===== src/rtl/frame_update_sequencer.sv =====
// Per-frame game-logic scheduler: scans platform slots for a doodle landing,
// hands the result to doodle physics via req/ack, then issues one scroll command.
module frame_update_sequencer #(
  parameter int unsigned NUM_PLATFORMS = 93,
  parameter int unsigned PLAT_W        = 64,
  parameter int unsigned DOODLE_W      = 40,
  parameter int unsigned HIT_DEPTH     = 8,
  parameter int unsigned SCROLL_LINE   = 300
) (
  input  logic        clk,
  input  logic        rst,
  input  logic        frame_start,
  input  logic [10:0] doodle_x,
  input  logic [9:0]  doodle_y,
  input  logic        doodle_falling,
  output logic [6:0]  plat_idx,
  input  logic [10:0] plat_x,
  input  logic [10:0] plat_y,
  input  logic        plat_active,
  output logic        collision,
  output logic [9:0]  collision_y,
  output logic        physics_req,
  input  logic        physics_ack,
  output logic        scroll_valid,
  output logic [9:0]  scroll_amount,
  output logic        busy,
  output logic        overrun
);

  localparam logic [2:0] S_IDLE   = 3'd0;
  localparam logic [2:0] S_SCAN   = 3'd1;
  localparam logic [2:0] S_DRAIN  = 3'd2;
  localparam logic [2:0] S_PHYS   = 3'd3;
  localparam logic [2:0] S_SCROLL = 3'd4;

  localparam logic [6:0]         LAST_IDX   = 7'(NUM_PLATFORMS - 1);
  localparam logic signed [11:0] PLAT_W_S   = 12'(PLAT_W);
  localparam logic signed [11:0] DOODLE_W_S = 12'(DOODLE_W);
  localparam logic signed [11:0] DEPTH_S    = 12'(HIT_DEPTH);
  localparam logic [9:0]         SCROLL_Y   = 10'(SCROLL_LINE);

  logic [2:0]  state, state_d;
  logic [10:0] dx_q;
  logic [9:0]  dy_q;
  logic        falling_q;
  logic        eval_q;      // slot data on plat_* belongs to a scanned index
  logic        hit_c;

  logic signed [11:0] dx_s, dy_s, px_s, py_s;

  // State register
  always_ff @(posedge clk or negedge rst) begin
    if (!rst) state <= S_IDLE;
    else      state <= state_d;
  end

  // Next-state logic
  always_comb begin
    state_d = state;
    case (state)
      S_IDLE:   if (frame_start) state_d = S_SCAN;
      S_SCAN:   if (plat_idx == LAST_IDX) state_d = S_DRAIN;
      S_DRAIN:  state_d = S_PHYS;
      S_PHYS:   if (physics_ack) state_d = S_SCROLL;
      S_SCROLL: state_d = S_IDLE;
      default:  state_d = S_IDLE;
    endcase
  end

  // Landing test in 12-bit signed space; platforms may sit partly off-screen
  always_comb begin
    dx_s  = $signed({1'b0, dx_q});
    dy_s  = $signed({2'b00, dy_q});
    px_s  = $signed({plat_x[10], plat_x});
    py_s  = $signed({plat_y[10], plat_y});
    hit_c = eval_q && plat_active && falling_q &&
            (dy_s >= py_s) && (dy_s < py_s + DEPTH_S) &&
            (dx_s + DOODLE_W_S > px_s) && (dx_s < px_s + PLAT_W_S);
  end

  // Datapath and registered outputs
  always_ff @(posedge clk or negedge rst) begin
    if (!rst) begin
      dx_q          <= '0;
      dy_q          <= '0;
      falling_q     <= 1'b0;
      eval_q        <= 1'b0;
      plat_idx      <= '0;
      collision     <= 1'b0;
      collision_y   <= '0;
      physics_req   <= 1'b0;
      scroll_valid  <= 1'b0;
      scroll_amount <= '0;
      busy          <= 1'b0;
      overrun       <= 1'b0;
    end else begin
      eval_q       <= (state == S_SCAN);
      physics_req  <= (state_d == S_PHYS);
      scroll_valid <= (state_d == S_SCROLL);
      busy         <= (state_d != S_IDLE);

      if (state == S_IDLE && frame_start) begin
        dx_q        <= doodle_x;
        dy_q        <= doodle_y;
        falling_q   <= doodle_falling;
        collision   <= 1'b0;
        collision_y <= '0;
        plat_idx    <= '0;
      end

      if (state == S_SCAN)
        plat_idx <= (plat_idx == LAST_IDX) ? 7'd0 : plat_idx + 7'd1;

      // Lowest-index landing wins
      if (hit_c && !collision) begin
        collision   <= 1'b1;
        collision_y <= plat_y[9:0];
      end

      // Scroll amount taken from post-physics doodle_y on the ack edge
      if (state == S_PHYS && physics_ack)
        scroll_amount <= (doodle_y < SCROLL_Y) ? SCROLL_Y - doodle_y : 10'd0;

      if (frame_start && state != S_IDLE)
        overrun <= 1'b1;
    end
  end

endmodule


===== config.mk =====
export PLATFORM = sky130hd
export DESIGN_NAME = frame_update_sequencer
export DESIGN_NICKNAME = d
export VERILOG_FILES = /design/src/rtl/frame_update_sequencer.sv
export SDC_FILE = /design/constraint.sdc
export NUM_CORES = 1
export LEC_CHECK = 0
export ABC_CLOCK_PERIOD_IN_PS = 3300
export CORE_MARGIN = 2
export CORE_UTILIZATION = 51
export CTS_CLUSTER_DIAMETER = 30
export CTS_CLUSTER_SIZE = 16
export DETAILED_ROUTE_END_ITERATION = 12
export GPL_ROUTABILITY_DRIVEN = 1
export GPL_TIMING_DRIVEN = 0
export PLACE_DENSITY = 0.81
export SYNTH_ARGS = -nofsm -noshare
export SYNTH_HDL_FRONTEND = slang
export SYNTH_SLANG_ARGS = --single-unit
export TNS_END_PERCENT = 1

===== constraint.sdc =====
create_clock -name clk -period 3.3 [get_ports clk]
set_clock_uncertainty 0.2 [all_clocks]
set_input_delay 0.66 -clock clk [delete_from_list [all_inputs] [get_ports clk]]
set_output_delay 0.66 -clock clk [all_outputs]
set_load 0.01 [all_outputs]

==> qor.yml <==
timing:
  slew_violations: 0
  min_period_over_period_pct: 93.6
  hold_slack_ps: 165
  fin_crit_ps: 3090
  fmax_ghz: 0.324
  slew_headroom_pct: 52.1
  setup_violations: 0
  worst_slew_pin_slew_ps: 719
  rsz0062_at_grt: "false"
  hold_viol_final: 0
  setup_tns_ps: 0
worst_setup_path:
  slowest_stage: "dfrtp_1"
  worstPathArrival_ps: 3150
  r2r_slack_ps: 210
  reg2reg_from: "dx_q[3]"
  setup.worst_path.class: "flip-flop to flip-flop"
  crit_required_ps: 3360
  start_kind: "flip-flop"
  crit_buf_inv: 1
  crit_family: "compound AO/OA/AOI/OAI gates"
  rr_endpoint: "collision_y[5]"
  reg2regPathDepth: 11
  worstSetupEndpointType: "flip-flop"
  max_stage_delay_ps: 440
  worstPathMaxFanout: 10
  crit_chain: "ha_1, o2111ai_2, xnor2_1, ha_1, and4_1, nand4_1, a21oi_1, o31a_1, o2111ai_2, buf_6, mux2i_1"
clocking:
  cts.clk_slew.worst_paths_ps: 70
  insertion_delay_ps: 340
  clkSinkCount: 58
  cts-root-buf: "clkbuf_8"
  htreeDepth: 3
  hold_buffers: 0
  cts_tree: "built"
  cts_buffers: 9
  clk_path_buf_depth: 2
drt:
  drc: 0
  final_antenna_net_count: 0
  vias: 3002
  wl_per_cell_um: 15.4
  routed_via_density: 5.42
  drt_iter0_drc: 123
  routed_wl_um: 8530
  first_pass_iters: 5
placement:
  dp_hpwl_um: 6650
  port_buffers: 80
  routabilityCongestion: 0.883
logic_synthesis:
  avgSynthCellArea_sq_um: 10.1
  syn_area_sq_mm: 0.00365
  synth_async_sr_flop_share_pct: 100
  yosys_warnings: 0
  synthCells: 361
  synthFlopType: "dfrtp_1"
  syn_nets: 453
  ys_types: 46
  ys_seq_area_share_pct: 39.8
  synth_edf_count: 0
  yosys_register_bits: 58
pwr:
  ir_drop_mv: 0.356
  powerDensity_mw_per_mm2: 727
  leakagePower_nw: 2.29
min_path:
  hold_path_class: "input port to asynchronous set/reset pin"
die:
  num_io_pins: 81
  placementRows: 30
  initial_core_util_pct: 53.1
  core_area_sq_mm: 0.00687
  dieWidth_um: 88.6
  die_h_um: 88.6
  die-area_sq_mm: 0.00785
final_layout:
  diodes: 0
  layout_commonest_cell: "clkdlybuf4s50_1"
  final_cell_mix: "clkdlybuf4s50_1, dfrtp_1, ha_1"
  final_util_pct: 70.0
  syn_to_final_growth_pct: 31.8
  drive_above_1_share_pct: 10.0
  nets: 545
job:
  drv_cap: 0
grt:
  grt_max_degree: 31
  overflow: 0
  grt_pass1_vias: 3116
  grtUsageTotal_pct: 23.2
  grt_first_pass_wirelength_um: 14000
  antenna_found_initial: 0
status:
  status: "finished clean"
[kinds of logic (layout without fill, tap and decap cells)]
group	Yosys count	count (layout)	share of synthesized area (%)
buffers and inverters	41	138	4.42
adder cells (fa/ha/maj)	43	43	14.7
flip-flops	58	58	39.8
multiplexers	30	30	8.91
AND/OR/NAND/NOR	106	106	13.7
AO/OA/AOI/OAI	59	59	12.7
XOR/XNOR	24	24	5.76
[per-layer routing]
metal  vias up  routed length [um]  track usage [%]
li1       1458                   -                -
met1      1442                3800             30.1
met2        89                4160             38.0
met3        13                 421             4.01
met4         0                 155             10.7
met5         -                   0                0
[worst register-to-register path, stage by stage, from the launching register on]
cell and delay (ps):
dfrtp_1 440, ha_1 290, o2111ai_2 250, xnor2_1 160, ha_1 260, and4_1 220
nand4_1 150, a21oi_1 90, o31a_1 300, o2111ai_2 220, buf_6 210, mux2i_1 210
[sequential cells by signal (all words and copies together), names as in the netlist]
name and cells:
scroll_amount 10, overrun 1, physics_req 1, dy_q 10
falling_q 1, dx_q 11, state 3, eval_q 1
busy 1, collision_y 10, collision 1, scroll_valid 1
plat_idx 7
[metrics by stage]
step | worst slack [ps] | cells | instance area (sq um) | power, mW
final | 211 | 554 | 4810 | 3.50
after floorplan | 560 | 361 | 3650 | 2.18
after global routing | 38.1 | 554 | 4810 | 3.78
after CTS | 108 | 554 | 4800 | 3.52
after detailed placement | -126 | 538 | 4590 | 2.77
after global placement | -393 | 537 | 4570 | 2.69
[worst max-delay path by stage]
stage | from | to | slack [ps] | cells past startpoint
final | dx_q[3] | collision_y[5] | 210 | 11
after CTS | dx_q[3] | collision_y[5] | 110 | 11
after global placement | rst | dx_q[5] | -390 | 1
after detailed placement | plat_y[5] | collision_y[5] | -130 | 11
after global routing | plat_x[6] | collision_y[0] | 40 | 11
after floorplan | dx_q[3] | collision_y[0] | 560 | 11
[report_power, final]
group | switching [mW] | internal, mW | leakage [nW] | total [mW]
Combinational | 0.731 | 0.811 | 1.45 | 1.54
Clock | 0.288 | 0.443 | 0.109 | 0.731
Sequential | 0.255 | 0.970 | 0.734 | 1.22
Total | 1.27 | 2.22 | 2.29 | 3.50
[Yosys cell counts, drive strengths merged, types with 3 or more instances]
| master | number | area (sq um) |
|---|---|---|
| clkbuf | 5 | 18.8 |
| nor3 | 5 | 25.0 |
| a22o | 8 | 70.1 |
| xnor2 | 14 | 123 |
| a21o | 3 | 22.5 |
| nand3 | 14 | 70.1 |
| mux2 | 20 | 225 |
| dfrtp | 58 | 1450 |
| o2111ai | 3 | 32.5 |
| nor2 | 17 | 63.8 |
| a21oi | 11 | 55.1 |
| ha | 43 | 538 |
| a211oi | 3 | 22.5 |
| xor2 | 10 | 87.6 |
| nand2 | 42 | 158 |
| nor2b | 4 | 25.0 |
| nand2b | 5 | 31.3 |
| nand4 | 6 | 37.5 |
| mux2i | 10 | 100 |
| o21ai | 14 | 70.1 |
| inv | 35 | 131 |
| nor4 | 4 | 25.0 |
[timing repair]
action / in CTS / in global routing
endpoints found under the setup margin: 0 / 9
gates resized for setup: 0 / 2
setup buffers: 0 / 0
[area by class of cell]
class | count | area, sq um
Timing Repair Buffer | 81 | 816
Tap cell | 96 | 120
Buffer | 6 | 30.0
Sequential cell | 58 | 1450
Inverter | 35 | 131
Clock buffer | 11 | 141
Fill cell | 553 | 2060
Multi-Input combinational cell | 262 | 2040
Clock inverter | 5 | 77.6
Power figures use the tool's default switching activity.
